--- src/rtl/mem_stage.sv ---
// Memory-access pipeline stage: word load/store handshake with timeout, branch resolve, sticky error.
// Optional byte accesses are enabled by defining MEM_STAGE_BYTE_ACCESS_EN.
module mem_stage (
    input  logic        clk,
    input  logic        reset,
    input  logic        valid_in,
    input  logic [31:0] alu_result,
    input  logic [31:0] store_data,
    input  logic        zero,
    input  logic [31:0] branch_target,
    input  logic [4:0]  rd,
    input  logic        mem_read,
    input  logic        mem_write,
    input  logic        branch,
    input  logic        reg_write,
`ifdef MEM_STAGE_BYTE_ACCESS_EN
    input  logic        mem_byte,
    output logic [3:0]  mem_be,
`endif
    output logic        mem_req,
    output logic        mem_we,
    output logic [31:0] mem_addr,
    output logic [31:0] mem_wdata,
    input  logic [31:0] mem_rdata,
    input  logic        mem_ack,
    output logic        stall,
    output logic        wb_valid,
    output logic        wb_we,
    output logic [4:0]  wb_rd,
    output logic [31:0] wb_data,
    output logic        pc_src,
    output logic [31:0] pc_target,
    output logic        mem_err
);

    typedef enum logic [1:0] {
        IDLE   = 2'd0,
        ACCESS = 2'd1,
        ERROR  = 2'd2
    } state_t;

    state_t      state_r;
    state_t      state_s;
    logic [3:0]  wait_cnt_r;
    logic        load_r;
    logic        reg_write_r;
    logic [4:0]  rd_r;

    logic        mem_op_s;
    logic        alu_op_s;
    logic        misalign_s;
    logic        take_s;
    logic        enter_s;
    logic        leave_s;
    logic        byte_s;
    logic [31:0] load_data_s;
    logic [31:0] wdata_s;
    logic        stall_s;
    logic        wb_valid_s;
    logic        wb_we_s;
    logic [4:0]  wb_rd_s;
    logic [31:0] wb_data_s;
    logic        err_set_s;

`ifdef MEM_STAGE_BYTE_ACCESS_EN
    logic        byte_r;
    logic [3:0]  be_s;

    function automatic logic [7:0] lane_byte(input logic [31:0] word, input logic [1:0] lane);
        logic [7:0] b;
        case (lane)
            2'd0:    b = word[7:0];
            2'd1:    b = word[15:8];
            2'd2:    b = word[23:16];
            2'd3:    b = word[31:24];
            default: b = 8'd0;
        endcase
        return b;
    endfunction

    assign byte_s      = mem_byte;
    assign load_data_s = byte_r ? {24'd0, lane_byte(mem_rdata, mem_addr[1:0])} : mem_rdata;
    assign wdata_s     = mem_byte ? {4{store_data[7:0]}} : store_data;
    assign be_s        = mem_byte ? (4'b0001 << alu_result[1:0]) : 4'b1111;
`else
    assign byte_s      = 1'b0;
    assign load_data_s = mem_rdata;
    assign wdata_s     = store_data;
`endif

    assign mem_op_s   = valid_in & (mem_read | mem_write);
    assign alu_op_s   = valid_in & ~mem_read & ~mem_write;
    assign misalign_s = ~byte_s & (alu_result[1:0] != 2'b00);
    assign take_s     = (state_r == IDLE) & valid_in & branch & zero;
    assign enter_s    = (state_r == IDLE) & (state_s == ACCESS);
    assign leave_s    = (state_r == ACCESS) & (state_s != ACCESS);
    assign stall      = stall_s;

    // State register
    always_ff @(posedge clk) begin
        if (reset) begin
            state_r <= IDLE;
        end else begin
            state_r <= state_s;
        end
    end

    // Next-state logic; ERROR is only left through reset
    always_comb begin
        state_s = state_r;
        case (state_r)
            IDLE: begin
                if (mem_op_s) begin
                    state_s = misalign_s ? ERROR : ACCESS;
                end else begin
                    state_s = IDLE;
                end
            end
            ACCESS: begin
                if (mem_ack) begin
                    state_s = IDLE;
                end else if (wait_cnt_r == 4'd15) begin
                    state_s = ERROR;
                end else begin
                    state_s = ACCESS;
                end
            end
            ERROR:   state_s = ERROR;
            default: state_s = IDLE;
        endcase
    end

    // Output decode: combinational stall and next values of the writeback/error registers
    always_comb begin
        stall_s    = 1'b0;
        wb_valid_s = 1'b0;
        wb_we_s    = 1'b0;
        wb_rd_s    = 5'd0;
        wb_data_s  = 32'd0;
        err_set_s  = 1'b0;
        case (state_r)
            IDLE: begin
                stall_s    = mem_op_s;
                err_set_s  = mem_op_s & misalign_s;
                wb_valid_s = alu_op_s;
                wb_we_s    = alu_op_s & reg_write;
                wb_rd_s    = alu_op_s ? rd : 5'd0;
                wb_data_s  = alu_op_s ? alu_result : 32'd0;
            end
            ACCESS: begin
                stall_s    = 1'b1;
                err_set_s  = ~mem_ack & (wait_cnt_r == 4'd15);
                wb_valid_s = mem_ack;
                wb_we_s    = mem_ack & reg_write_r & load_r;
                wb_rd_s    = mem_ack ? rd_r : 5'd0;
                wb_data_s  = mem_ack ? (load_r ? load_data_s : mem_addr) : 32'd0;
            end
            ERROR:   stall_s = 1'b1;
            default: stall_s = 1'b1;
        endcase
    end

    // Writeback, branch and sticky error registers
    always_ff @(posedge clk) begin
        if (reset) begin
            wb_valid  <= 1'b0;
            wb_we     <= 1'b0;
            wb_rd     <= 5'd0;
            wb_data   <= 32'd0;
            pc_src    <= 1'b0;
            pc_target <= 32'd0;
            mem_err   <= 1'b0;
        end else begin
            wb_valid  <= wb_valid_s;
            wb_we     <= wb_we_s;
            wb_rd     <= wb_rd_s;
            wb_data   <= wb_data_s;
            pc_src    <= take_s;
            pc_target <= take_s ? branch_target : 32'd0;
            mem_err   <= mem_err | err_set_s;
        end
    end

    // Request latch; a simultaneous read+write is a store, so it never writes back read data
    always_ff @(posedge clk) begin
        if (reset) begin
            mem_req     <= 1'b0;
            mem_we      <= 1'b0;
            mem_addr    <= 32'd0;
            mem_wdata   <= 32'd0;
            load_r      <= 1'b0;
            reg_write_r <= 1'b0;
            rd_r        <= 5'd0;
        end else if (enter_s) begin
            mem_req     <= 1'b1;
            mem_we      <= mem_write;
            mem_addr    <= alu_result;
            mem_wdata   <= wdata_s;
            load_r      <= mem_read & ~mem_write;
            reg_write_r <= reg_write;
            rd_r        <= rd;
        end else if (leave_s) begin
            mem_req <= 1'b0;
            mem_we  <= 1'b0;
        end
    end

    // Wait counter: cleared on entry, counts ACCESS cycles without ack
    always_ff @(posedge clk) begin
        if (reset) begin
            wait_cnt_r <= 4'd0;
        end else if (enter_s) begin
            wait_cnt_r <= 4'd0;
        end else if ((state_r == ACCESS) && !mem_ack) begin
            wait_cnt_r <= wait_cnt_r + 4'd1;
        end
    end

`ifdef MEM_STAGE_BYTE_ACCESS_EN
    // Byte-enable and byte-load tracking
    always_ff @(posedge clk) begin
        if (reset) begin
            mem_be <= 4'd0;
            byte_r <= 1'b0;
        end else if (enter_s) begin
            mem_be <= be_s;
            byte_r <= mem_byte;
        end else if (leave_s) begin
            mem_be <= 4'd0;
        end
    end
`endif

endmodule

--- config.mk ---
export PLATFORM = sky130hd
export DESIGN_NAME = mem_stage
export DESIGN_NICKNAME = d
export VERILOG_FILES = /design/src/rtl/mem_stage.sv
export SDC_FILE = /design/constraint.sdc
export NUM_CORES = 1
export LEC_CHECK = 0
export BUFFER_PORTS_ARGS = -buffer_cell sky130_fd_sc_hd__buf_2
export CORE_ASPECT_RATIO = 2
export CORE_MARGIN = 10
export CORE_UTILIZATION = 29
export DETAILED_ROUTE_END_ITERATION = 16
export GPL_TIMING_DRIVEN = 0
export SLEW_MARGIN = 20
export SYNTH_ARGS = -nofsm -noshare
export SYNTH_HDL_FRONTEND = slang
export SYNTH_SLANG_ARGS = --single-unit
--- constraint.sdc ---
create_clock -name clk -period 2.79 [get_ports clk]
set_clock_uncertainty 0.05 [all_clocks]
set_input_delay 0 -clock clk [delete_from_list [all_inputs] [get_ports clk]]
set_output_delay 0 -clock clk [all_outputs]
set_load 0.01 [all_outputs]
==> qor.csv <==
stage;metric;value;unit
worst_setup_path;most numerous cell on the critical path;clkbuf_1;
synth;Synth Instances;626;
cts;clk sinks;152;
die;Starting Density;29.5;%
power_and_ir_drop;Lkg Pwr;4.24;nW
worst_setup_path;Data required, critical path;3.06;ns
synth;synthesized area per cell;9.69;µm²
synth;Seq/Total Area, Yosys;50.2;%
power_and_ir_drop;Peak VDD IR;0.000335;V
detailed_routing;vias post-DR;6782;
worst_setup_path;FF-to-FF path depth;6;
synth;top cells by count, synth;dfxtp_1 (152), a21oi_1 (72), nand4_1 (69), o31ai_1 (69), clkbuf_1 (54);
worst_setup_path;slowest stage delay, CP;0.57;ns
synth;Synthesis Warnings;0;
synth;most common cell in the netlist;dfxtp_1;
synth;Seq cells post-synth;152;
detailed_routing;WL per Instance;20.2;µm
hold_path;Hold Crit Class;in -> reg;
detailed_routing;Post-DRT Antenna Nets;0;
worst_setup_path;Crit path max-delay family;buffers and inverters;
detailed_routing;drt drc;0;
cts;register clock-pin slew on the reported worst setup and hold paths;0.07;ns
cts;clock latency at the later pin of the worst-skew pair;0.45;ns
synth;mapped cell area;6070;µm²
worst_setup_path;CP Capture Type;flop;
hold_path;hold path start;branch_target[3];
timing;Hold Violations, Final;0;
worst_setup_path;Crit Path Max Fanout;10;
worst_setup_path;Worst Path Buf+Inv;3;
worst_setup_path;crit path launch type;flop;
worst_setup_path;RR Endpoint;wb_data[9];
global_route;met2 usage;35.8;%
cts;htree depth;4;
layout;number of antenna diodes;0;
timing;RSZ-0062 raised after global routing;no;
timing;final hold slack;0.243;ns
synth;Post-synth top flop;dfxtp_1;
worst_setup_path;Crit path depth;6;
cts;CTS Buf Count;17;
timing;Final Max Slew Viols;0;
place;hpwl dp;19600;µm
timing;Tmin final;2.57;ns
flow_run;reported max-cap violation count;0;
die;Die H;225;µm
timing;Highest Clock Rate;390;MHz
layout;Layout area overhead;61.6;%
die;die width;122;µm
synth;Synth top area share;50.2;%
detailed_routing;number of vias per cell;5.03;
die;# rows;74;
synth;cell taking the most area after synthesis;dfxtp_1;
run_status;status;finished clean;
detailed_routing;DRT Pass-1 Iters;5;
layout;NumNets Final;1212;
timing;slew of the pin with the lowest slew margin;0.749;ns
global_route;largest net degree at the start of global routing;17;
die;io pins;282;
die;die area;27500;µm²
timing;crit share post-route;92.0;%
cts;CTS root buf;clkbuf_16;
worst_setup_path;R2R Setup Slk;0.22;ns
timing;final setup fails;0;
timing;max_slew headroom;49.9;%
synth;Yosys cell types;40;
cts;CTS tree;done;
detailed_routing;final wirelength;27200;µm
cts;CTS Buffer Depth;2;
global_route;GR Util met1;19.0;%
place;gpl congestion;0.818;
hold_path;hold path cells;3;
global_route;antenna violations before repair;1;
global_route;first-pass GRT wire length;41700;µm
cts;post-CTS setup buffers;0;
worst_setup_path;crit path cell chain;clkbuf_1, clkbuf_1, mux2_2, a32oi_1, dlygate4sd3_1, nor2_1;
timing;setup_tns;0;ns
place;Port Buffers;280;
global_route;gr ovfl total;0;
global_route;vias in the first global route;7317;
layout;layout cells sized above 1;34.9;%
global_route;gr usage total;19.5;%
synth;Async SR Flop Fraction;0;%
synth;syn nets;769;
worst_setup_path;WS Path Type;reg -> reg;
power_and_ir_drop;PD cells;531;nW/µm²
synth;Post-synth EDFFs;0;
worst_setup_path;CP max stage cell;dlygate4sd3_1;
die;Core Region;20600;µm²
worst_setup_path;worst r2r src;load_r;
synth;Synth area leaders;dfxtp_1 (50%), o31ai_1 (8.5%), nand4_1 (7.1%);
hold_path;Hold Path Sink;pc_target[3];
detailed_routing;drt first-iter violations;391;
global_route;Most Crowded Layer GR;met2;
global_route;met3 GRT Util;6.37;%
worst_setup_path;Worst EP arrival;2.84;ns
-- final cells by class --
| type | instances | area, µm² |
|---|---|---|
| Clock inverter | 15 | 133 |
| Inverter | 2 | 7.51 |
| Timing Repair Buffer | 424 | 2840 |
| Multi-Input combinational cell | 391 | 2650 |
| Fill cell | 2003 | 10800 |
| Tap cell | 266 | 333 |
| Sequential cell | 152 | 3040 |
| Buffer | 81 | 369 |
| Clock buffer | 17 | 425 |
-- kinds of logic after synthesis --
kind of cell | Yosys count | share of synthesized area (%)
AO/OA/AOI/OAI | 188 | 21.2
buffers and inverters | 83 | 6.19
AND/OR/NAND/NOR | 167 | 15.8
XOR/XNOR | 2 | 0.289
multiplexers | 33 | 6.10
adder cells (fa/ha/maj) | 1 | 0.206
flip-flops | 152 | 50.2
-- layout by cell type, fill, tap and decap left out, drive strengths merged, types with 2 or more instances in the layout --
cell type | netlist | final
buf | 27 | 307
dfxtp | 152 | 152
dlygate4sd3 | 0 | 144
a21oi | 72 | 72
clkbuf | 54 | 71
nand4 | 69 | 69
o31ai | 69 | 69
nor2 | 40 | 40
a32oi | 37 | 37
and2 | 32 | 32
mux2 | 32 | 32
inv | 2 | 11
nand3 | 5 | 5
clkinvlp | 0 | 5
nor3 | 5 | 5
or2 | 3 | 3
or3b | 2 | 2
nand2 | 2 | 2
nor3b | 2 | 2
and3 | 2 | 2
o21a | 2 | 2
-- per-stage QoR --
stage / utilization (%) / worst slack [ns] / power [mW] / cell area [µm²] / instances
2_1_floorplan: - / 1.19 / 2.58 / 6070 / 626
3_3_place_gp: 38.0 / 0.682 / 2.86 / 7800 / 1172
3_5_place_dp: 38.0 / 0.654 / 2.87 / 7800 / 1172
4_1_cts: 47.7 / 0.128 / 5.26 / 9800 / 1348
5_1_grt: 47.7 / 0.0698 / 5.41 / 9800 / 1348
6_report: 47.7 / 0.223 / 5.20 / 9800 / 1348
-- repair_timing --
action / 4_1_cts / 5_1_grt
resized for setup: 0 / 2
endpoints found under the setup margin: 0 / 1
hold buffers: 144 / 0
hold endpoints to repair: 144 / 0
-- tightest hold or removal path, cell delays in order --
cell and delay (ns):
dlygate4sd3_1 0.52, buf_2 0.09, and2_1 0.10
-- metal layers --
| layer | wire length (µm) | part of all wire, % |
|---|---|---|
| met1 | 9670 | 36 |
| met2 | 14600 | 54 |
| met3 | 1960 | 7.2 |
| met4 | 884 | 3.3 |
| met5 | 12 | 0.044 |
-- where the power goes --
group	switching (mW)	leakage (nW)	internal, mW
Combinational	0.401	2.75	0.333
Clock	1.05	0.260	1.17
Sequential	0.0252	1.23	2.22
Total	1.48	4.24	3.72
-- sequential cells by signal (all words and copies together), names as in the netlist --
| name | flops |
|---|---|
| pc_target | 32 |
| wb_data | 32 |
| wb_we | 1 |
| load_r | 1 |
| mem_wdata | 32 |
| wait_cnt_r | 4 |
| mem_req | 1 |
| reg_write_r | 1 |
| mem_err | 1 |
| wb_rd | 5 |
| pc_src | 1 |
| mem_we | 1 |
| mem_addr | 32 |
| state_r | 2 |
| wb_valid | 1 |
| rd_r | 5 |
-- worst max path at each step --
stage / from / to / slack (ns)
final: load_r / wb_data[9] / 0.22
after global routing: load_r / wb_data[9] / 0.07
after CTS: state_r[1] / wb_data[9] / 0.13
after detailed placement: load_r / wb_data[21] / 0.65
after global placement: load_r / wb_data[21] / 0.68
after floorplan: load_r / wb_data[5] / 1.19
Note: power is estimated with default switching activity, not from simulation.
